$ cat src/rtl/pe_in_sequencer.sv
// Feeds one CNN processing element: a weight load into the PE buffers, then NUM_WIN windows of taps.
// Build macro PE_SEQ_PER_LANE_WRB_EN loads a distinct kernel into every lane instead of broadcasting one.
module pe_in_sequencer #(
   parameter int DATA_WID   = 8,
   parameter int MUL_NUM    = 4,
   parameter int ADDR_B     = 4,
   parameter int KERNEL_LEN = 9,
   parameter int WIN_B      = 16
) (
   input  logic                        clk,
   input  logic                        reset,
   input  logic                        start,
   input  logic [WIN_B-1:0]            num_win,
   input  logic                        w_valid,
   input  logic [DATA_WID-1:0]         w_data,
   output logic                        w_ready,
   input  logic                        a_valid,
   input  logic [MUL_NUM*DATA_WID-1:0] a_data,
   output logic                        a_ready,
   output logic [1:0]                  pe_state,
   output logic [MUL_NUM*DATA_WID-1:0] pe_a,
   output logic [DATA_WID-1:0]         pe_wrb_data,
   output logic [ADDR_B-1:0]           pe_wrb_addr,
   output logic [MUL_NUM-1:0]          pe_wrb,
   output logic [ADDR_B-1:0]           pe_rdb_addr,
   output logic                        busy,
   output logic                        done
);

   localparam logic [1:0] PE_INVALID = 2'd0;
   localparam logic [1:0] PE_VALID   = 2'd1;
   localparam logic [1:0] PE_CNN_FIN = 2'd2;

   localparam logic [ADDR_B-1:0] LAST_TAP = ADDR_B'(KERNEL_LEN - 1);

   typedef enum logic [1:0] {
      S_IDLE   = 2'd0,
      S_LOAD_W = 2'd1,
      S_STREAM = 2'd2,
      S_FIN    = 2'd3
   } state_t;

   state_t                      state_q, state_d;
   logic [WIN_B-1:0]            num_win_q, num_win_d;
   logic [WIN_B-1:0]            win_q, win_d;
   logic [ADDR_B-1:0]           waddr_q, waddr_d;
   logic [ADDR_B-1:0]           tap_q, tap_d;
   logic                        w_ready_q, w_ready_d;
   logic                        a_ready_q, a_ready_d;
   logic                        busy_q, busy_d;
   logic                        done_q, done_d;
   logic [1:0]                  pe_state_q, pe_state_d;
   logic [MUL_NUM*DATA_WID-1:0] pe_a_q, pe_a_d;
   logic [DATA_WID-1:0]         pe_wrb_data_q, pe_wrb_data_d;
   logic [ADDR_B-1:0]           pe_wrb_addr_q, pe_wrb_addr_d;
   logic [MUL_NUM-1:0]          pe_wrb_q, pe_wrb_d;
   logic [ADDR_B-1:0]           pe_rdb_addr_q, pe_rdb_addr_d;

   logic                        w_fire;
   logic                        a_fire;
   logic                        last_word;
   logic                        last_win;
   logic [MUL_NUM-1:0]          lane_mask;

   assign w_fire   = w_valid && w_ready_q;
   assign a_fire   = a_valid && a_ready_q;
   assign last_win = (win_q == (num_win_q - WIN_B'(1)));

`ifdef PE_SEQ_PER_LANE_WRB_EN
   localparam int LANE_B = (MUL_NUM > 1) ? $clog2(MUL_NUM) : 1;
   localparam logic [LANE_B-1:0] LAST_LANE = LANE_B'(MUL_NUM - 1);

   logic [LANE_B-1:0] lane_q, lane_d;

   // Words arrive lane-major: the lane advances each time the address wraps.
   assign last_word = (waddr_q == LAST_TAP) && (lane_q == LAST_LANE);
   assign lane_mask = MUL_NUM'(1) << lane_q;
`else
   assign last_word = (waddr_q == LAST_TAP);
   assign lane_mask = {MUL_NUM{1'b1}};
`endif

   // Next-state, counter and packet logic; packet fields hold unless a handshake rewrites them.
   always_comb begin
      state_d       = state_q;
      num_win_d     = num_win_q;
      win_d         = win_q;
      waddr_d       = waddr_q;
      tap_d         = tap_q;
      pe_state_d    = PE_INVALID;
      pe_a_d        = pe_a_q;
      pe_wrb_data_d = pe_wrb_data_q;
      pe_wrb_addr_d = pe_wrb_addr_q;
      pe_wrb_d      = '0;
      pe_rdb_addr_d = pe_rdb_addr_q;
`ifdef PE_SEQ_PER_LANE_WRB_EN
      lane_d        = lane_q;
`endif

      case (state_q)
         S_IDLE: begin
            if (start) begin
               state_d   = S_LOAD_W;
               num_win_d = num_win;
               win_d     = '0;
               waddr_d   = '0;
               tap_d     = '0;
`ifdef PE_SEQ_PER_LANE_WRB_EN
               lane_d    = '0;
`endif
            end else begin
               state_d = S_IDLE;
            end
         end

         S_LOAD_W: begin
            if (w_fire) begin
               pe_wrb_data_d = w_data;
               pe_wrb_addr_d = waddr_q;
               pe_wrb_d      = lane_mask;
               if (last_word) begin
                  waddr_d = '0;
`ifdef PE_SEQ_PER_LANE_WRB_EN
                  lane_d  = '0;
`endif
                  state_d = (num_win_q == '0) ? S_FIN : S_STREAM;
               end else if (waddr_q == LAST_TAP) begin
                  waddr_d = '0;
`ifdef PE_SEQ_PER_LANE_WRB_EN
                  lane_d  = lane_q + LANE_B'(1);
`endif
               end else begin
                  waddr_d = waddr_q + ADDR_B'(1);
               end
            end else begin
               pe_wrb_d = '0;
            end
         end

         S_STREAM: begin
            if (a_fire) begin
               pe_a_d        = a_data;
               pe_rdb_addr_d = tap_q;
               if (tap_q == LAST_TAP) begin
                  // Window boundary: no gap, the next tap restarts at address 0.
                  pe_state_d = PE_CNN_FIN;
                  tap_d      = '0;
                  win_d      = win_q + WIN_B'(1);
                  if (last_win) begin
                     state_d = S_FIN;
                  end else begin
                     state_d = S_STREAM;
                  end
               end else begin
                  pe_state_d = PE_VALID;
                  tap_d      = tap_q + ADDR_B'(1);
               end
            end else begin
               pe_state_d = PE_INVALID;
            end
         end

         S_FIN: begin
            state_d = S_IDLE;
         end

         default: begin
            state_d = S_IDLE;
         end
      endcase

      // Ready/busy follow the upcoming state so the registered copies line up with it.
      w_ready_d = (state_d == S_LOAD_W);
      a_ready_d = (state_d == S_STREAM);
      busy_d    = (state_d != S_IDLE);
      done_d    = (state_q == S_FIN);
   end

   // State, counter and registered-output update with synchronous reset.
   always_ff @(posedge clk) begin
      if (reset) begin
         state_q       <= S_IDLE;
         num_win_q     <= '0;
         win_q         <= '0;
         waddr_q       <= '0;
         tap_q         <= '0;
         w_ready_q     <= 1'b0;
         a_ready_q     <= 1'b0;
         busy_q        <= 1'b0;
         done_q        <= 1'b0;
         pe_state_q    <= PE_INVALID;
         pe_a_q        <= '0;
         pe_wrb_data_q <= '0;
         pe_wrb_addr_q <= '0;
         pe_wrb_q      <= '0;
         pe_rdb_addr_q <= '0;
`ifdef PE_SEQ_PER_LANE_WRB_EN
         lane_q        <= '0;
`endif
      end else begin
         state_q       <= state_d;
         num_win_q     <= num_win_d;
         win_q         <= win_d;
         waddr_q       <= waddr_d;
         tap_q         <= tap_d;
         w_ready_q     <= w_ready_d;
         a_ready_q     <= a_ready_d;
         busy_q        <= busy_d;
         done_q        <= done_d;
         pe_state_q    <= pe_state_d;
         pe_a_q        <= pe_a_d;
         pe_wrb_data_q <= pe_wrb_data_d;
         pe_wrb_addr_q <= pe_wrb_addr_d;
         pe_wrb_q      <= pe_wrb_d;
         pe_rdb_addr_q <= pe_rdb_addr_d;
`ifdef PE_SEQ_PER_LANE_WRB_EN
         lane_q        <= lane_d;
`endif
      end
   end

   assign w_ready     = w_ready_q;
   assign a_ready     = a_ready_q;
   assign busy        = busy_q;
   assign done        = done_q;
   assign pe_state    = pe_state_q;
   assign pe_a        = pe_a_q;
   assign pe_wrb_data = pe_wrb_data_q;
   assign pe_wrb_addr = pe_wrb_addr_q;
   assign pe_wrb      = pe_wrb_q;
   assign pe_rdb_addr = pe_rdb_addr_q;

endmodule

$ cat config.mk
export PLATFORM = sky130hd
export DESIGN_NAME = pe_in_sequencer
export DESIGN_NICKNAME = d
export VERILOG_FILES = /design/src/rtl/pe_in_sequencer.sv
export SDC_FILE = /design/constraint.sdc
export NUM_CORES = 1
export LEC_CHECK = 0
export BUFFER_PORTS_ARGS = -buffer_cell sky130_fd_sc_hd__buf_2
export CAP_MARGIN = 5
export CORE_MARGIN = 4
export CORE_UTILIZATION = 49
export DETAILED_ROUTE_END_ITERATION = 12
export PLACE_DENSITY = 0.8
export RECOVER_POWER = 50
export SLEW_MARGIN = 5
export SYNTH_ARGS = -nofsm -noshare
export SYNTH_HDL_FRONTEND = slang
export SYNTH_SLANG_ARGS = --single-unit
$ cat constraint.sdc
create_clock -name clk -period 2.3 [get_ports clk]
set_input_delay 0.575 -clock clk [delete_from_list [all_inputs] [get_ports clk]]
set_output_delay 0.575 -clock clk [all_outputs]
set_load 0.03 [all_outputs]
# ---- Word-level counts from Yosys, hierarchy flattened
# Index checks and enable logic that the tools add are counted.
dict set report totals {
  reg_bits 100
  inputBits 61
  out_inout_bits 58
  wordCells 70
}
dict set report classes {
  n_addsub 4
  n_eq_ne 12
  n_mux 21
  bitwise_logic 3
  n_reduce_logical 15
}
# op count
set ops {}
lappend ops {{16-bit 2-to-1 mux} 3}
lappend ops {{16-bit case mux with 2 select lines} 1}
lappend ops {{4-bit 2-to-1 mux} 6}
lappend ops {{16-bit by 1-bit adder with 16-bit output (second input constant)} 1}
lappend ops {{16-bit == test} 1}
lappend ops {{16-bit zero test} 1}
lappend ops {{4-bit case mux with 2 select lines} 2}
lappend ops {{16-bit by 1-bit subtractor with 16-bit output (second input constant)} 1}
lappend ops {{2-bit 2-to-1 mux} 5}
lappend ops {{4-bit by 1-bit adder with 4-bit output (second input constant)} 2}
lappend ops {{4-bit == test (second input constant)} 2}
lappend ops {{2-bit inequality test (second input constant)} 4}
lappend ops {{2-bit case mux with 4 select lines} 1}
lappend ops {{2-bit == test (second input constant)} 3}
lappend ops {{2-bit AND reduction} 3}
lappend ops {{3-bit AND reduction} 2}
lappend ops {{2-bit nonzero test} 3}
lappend ops {{2-bit by 1-bit == test with 1-bit output (second input constant)} 2}
lappend ops {{4-bit AND reduction} 1}
lappend ops {{1-bit 2-to-1 mux} 3}
lappend ops {{1-bit inverter} 3}
lappend ops {{3-bit OR reduction} 1}
lappend ops {{1-bit logical AND} 2}
lappend ops {{2-bit zero test} 1}
lappend ops {{2-bit OR reduction} 1}

# ---- Depth between registers and ports, before layout
dict set report logic_depth {
  word_depth 7
  depth_mapped 9
  mapped_depth_nobuf 8
}

# ---- Worst setup path after synthesis
# Ideal clock, no wire load.
dict set report synth_timing {
  kind {input -> register}
  start {input start}
  end {register win_q[10]}
  setup_ns 0.070
  arrival_time_ns 1.866
  path_slack_ns 0.364
  cell_stages 5
  path_buffers 0
  path_cell_list {or3b_2 > o21ai_4 > nand4_1 > or3_1 > a21oi_1}
}
dict set report synth_between {
  elab_chain_cells 2
}
# element line_no
set synth_rtl {}
lappend synth_rtl {{start: declaration} 12} ;# input logic start,
lappend synth_rtl {{2-bit inequality test (no source line)} -}
lappend synth_rtl {{4-bit AND reduction (no source line)} -}
lappend synth_rtl {{end signal: assignment} 203} ;# win_q <= win_d;
lappend synth_rtl {{end: declaration} 45} ;# logic [WIN_B-1:0] win_q, win_d;
# No other way between the ends.
# A chain may end at the register's enable or synchronous reset.

# ---- Final worst setup path
dict set report layout_timing {
  start {register num_win_q[3]}
  end {register a_ready_q (netlist: a_ready)}
}
dict set report layout_between {
  elab_chain_cells 7
  word_cells_on_any_way 11
  classes_between {add/sub: 1; eq/ne: 2; mux: 7; reduce/logical: 1}
}
# element line_no
set layout_rtl {}
lappend layout_rtl {{start: declaration} 44} ;# logic [WIN_B-1:0] num_win_q, num_win_d;
lappend layout_rtl {{start signal: assignment} 202} ;# num_win_q <= num_win_d;
lappend layout_rtl {{16-bit by 1-bit subtractor with 16-bit output} 67} ;# assign last_win = (win_q == (num_win_q - WIN_B'(1)));
lappend layout_rtl {{16-bit == test} 67}
lappend layout_rtl {{1-bit 2-to-1 mux} 149} ;# if (last_win) begin
lappend layout_rtl {{2-bit 2-to-1 mux} 144} ;# if (tap_q == LAST_TAP) begin
lappend layout_rtl {{2-bit 2-to-1 mux} 141} ;# if (a_fire) begin
lappend layout_rtl {{2-bit case mux with 4 select lines *} 100} ;# case (state_q)
lappend layout_rtl {{2-bit == test *} 174} ;# a_ready_d = (state_d == S_STREAM);
lappend layout_rtl {{end signal: assignment} 207} ;# a_ready_q <= a_ready_d;
lappend layout_rtl {{end: declaration} 49} ;# logic a_ready_q, a_ready_d;
# Every way passes the cells marked *; elsewhere a longest branch is shown, timed or not.

==> results.md <==
- Hold EP: pe_a[20]$_SDFFE_PP0P_
- First-pass GRT wire length: 17000 µm
- CP required: 2.56 ns
- Tmin final: 2.06 ns
- Slowest CP cell: or4_4
- Min-delay src: a_data[20]
- Global-route usage over all layers: 0.206
- Largest net degree at the start of global routing: 43
- Setup ws final: 0.243 ns
- CTS tree: built
- Vias: 4016
- Post-synth ARST share: 0
- WHS: 0.442 ns
- Worst vdd ir: 0.000389 V
- Dpl cells: 744
- Post-synth EDFFs: 0
- Final hold vios: 0
- Share of the synthesized area in the top cell type: 0.459
- MaxCap Viol Count: 0
- Top cells by area, synth: dfxtp_1, nand2_1, a21oi_1
- Worst r2r src: num_win_q[3]$_SDFFE_PP0P_
- Vias in the first global route: 3661
- Critical path capture point type: flip-flop
- Status: finished, final reports clean
- Combinational share of power: 0.100
- Number of routed nets with antenna violations: 0
- Cts hold-fix bufs: 0
- Layout area overhead: 19.7%
- DR WL met3: 849 µm
- Clk Latency, worst-skew pair: 0.36 ns
- Number of cells on the worst hold path: 3
- Num CTS Buffers: 9
- Cell row count: 33
- Share of cells above drive strength 1: 0.148
- Drc violations: 0
- Final Non-Filler Cells: 760
- Routed vias/inst: 5.28
- Fin util: 0.611
- RSZ-0062 raised after global routing: no
- Int Power: 2.49 mW
- Worst min path class: in -> reg
- Met1 wire length: 4340 µm
- Die Y: 101 µm
- Post-CTS Setup Bufs: 0
- Initial antenna violation count: 0
- Critical path launch point: num_win_q[3]$_SDFFE_PP0P_
- Synth Instances: 539
- Final worst path period share: 0.894
- R2R depth: 6
- Worst path cell trace: or4_4 > nor2_1 > a21oi_1 > nor4_2 > nand4_1 > o21a_1
- Worst-margin pin slew: 0.856 ns
- Final Max Slew Viols: 0
- Grt ovf: 0
- Power share of the clock group: 0.375
- Switching Share: 0.246
- Critical path class: reg -> reg
- R2R Setup Slk: 0.24 ns
- Avg WL per Cell: 13.8 µm
- Top Layer Used: met4
- TritonRoute pass-1 iters: 5
- Clock transition at the registers of the reported paths: 0.10 ns
- CTS Buffer Depth: 2
- GP Congestion: 0.956
- Place WS: 0.102 ns
- Number of I/O pins: 119
- Tot Pwr: 3.31 mW
- Yosys warning count: 0
- Antenna diodes: 0
- Final Cell Area: 5070 µm²
- Critical Path Max Stage Delay: 0.59 ns
- Final TNS setup: 0 ns
- Top FF cell, synth: dfxtp_1
- Unique cell type count in the Yosys netlist: 47
- Cell taking the most area after synthesis: dfxtp_1
- Sinks on Clock Net: 97
- Most common cell after layout, fill and taps aside: nand2_1
- Power share of the sequential group: 0.525
- Post-Route Skew: 0.0128 ns
- Die area: 10200 µm²
- Core region area: 8300 µm²
- Most frequent cells in the layout: nand2_1, dfxtp_1, a21oi_1
- Yosys reg bits: 97
- DP HPWL: 7750 µm
- Total Wirelength: 10500 µm
- WP data arrival: 2.31 ns
- Initial Utilization: 0.510
- FF-to-FF End: a_ready$_SDFF_PP0_
- Post-CTS Resized: 0
- CTS root buf: clkbuf_8
- Syn nets: 606
- Fin nets: 717
- Leakage: 1.90 nW
- Crit Path Max Fanout: 7
- P per Cell Area: 653 nW/µm²
- Slew headroom: 0.430
- Post-synthesis cell area: 4230 µm²
- Switching power total: 0.812 mW
- Synthesized area per cell: 7.85 µm²
- Sequential-to-total area share from yosys stat: 0.459
- Routed met2 length: 5160 µm
- FMAX: 486 MHz
- Die Wd: 101 µm
- Initial DRC count: 223
- CP Launch Type: flip-flop
- Placed Area: 4920 µm²
- CTS HTree Levels: 3
- Count of final setup violators: 0
- I/O Buffers: 118
## power by group through the flow
stage                     logic (mW)  registers [mW]  clock network [mW]
after global routing           0.372            1.74                1.33
after CTS                      0.332            1.73                1.27
after detailed placement       0.330            1.77                   0
after floorplan                0.205            1.78                   0
final                          0.332            1.73                1.24
after global placement         0.324            1.77                   0
## layer usage
metal	global-route usage	up-vias
li1	-	2029
met1	0.261	1829
met2	0.347	145
met3	0.0498	13
met4	0.0603	0
met5	0	-
## synth_stat cells, types with 2 or more instances
cell type and number:
ha_1 6, nand3b_1 2, and3_1 8, and2_1 2, dfxtp_1 97, nor2b_1 4, and4_1 2, xor2_1 14
o211ai_1 2, a31oi_1 2, nand4b_1 3, clkbuf_1 25, mux2i_1 3, nand4_1 7, o21ai_0 9, inv_1 12
xnor2_1 13, o22ai_1 2, or3_1 7, nand2b_1 5, buf_4 3, nand2_1 150, nor4_1 2, nand3_1 12
nor3_1 15, nor2_1 28, a21oi_1 82, a211oi_1 3
## registers in the layout (all words and copies together), names as in the netlist
register,count
win_q,16
waddr_q,4
a_ready,1
pe_a,32
pe_wrb_addr,4
done,1
w_ready,1
pe_state,2
num_win_q,16
state_q,2
pe_wrb,1
tap_q,4
pe_rdb_addr,4
busy,1
pe_wrb_data,8
## how the worst max path moves through the flow
stage	cells past startpoint	end
after floorplan	5	win_q[10]$_SDFFE_PP0P_
after global routing	8	a_ready$_SDFF_PP0_
final	6	a_ready$_SDFF_PP0_
after CTS	8	a_ready$_SDFF_PP0_
after detailed placement	8	a_ready$_SDFF_PP0_
after global placement	8	a_ready$_SDFF_PP0_
## cell families after synthesis
group                      Yosys count  share of synthesized area
buffers and inverters               43                     0.0429
muxes                                3                    0.00709
adders and majority gates            6                     0.0177
and+or+nand+nor                    254                      0.277
AOI/OAI and AO/OA                  109                      0.141
DFF                                 97                      0.459
xor gates and xnor gates            27                     0.0559
## layout make-up
type / instances / area [µm²]
clock buffer: 11 / 141
clock inverter: 5 / 86.3
fill: 777 / 3230
inverter: 12 / 45.0
multi-input combinational: 399 / 2110
sequential: 97 / 1940
tap: 105 / 131
timing repair buffer: 131 / 609
## critical path: cells and delay by family (launching register included)
family	cells	cell delay [ns]
AO/OA/AOI/OAI	2	0.34
flip-flops	1	0.39
AND/OR/NAND/NOR	4	1.23
(Power assumes the default switching activity.)
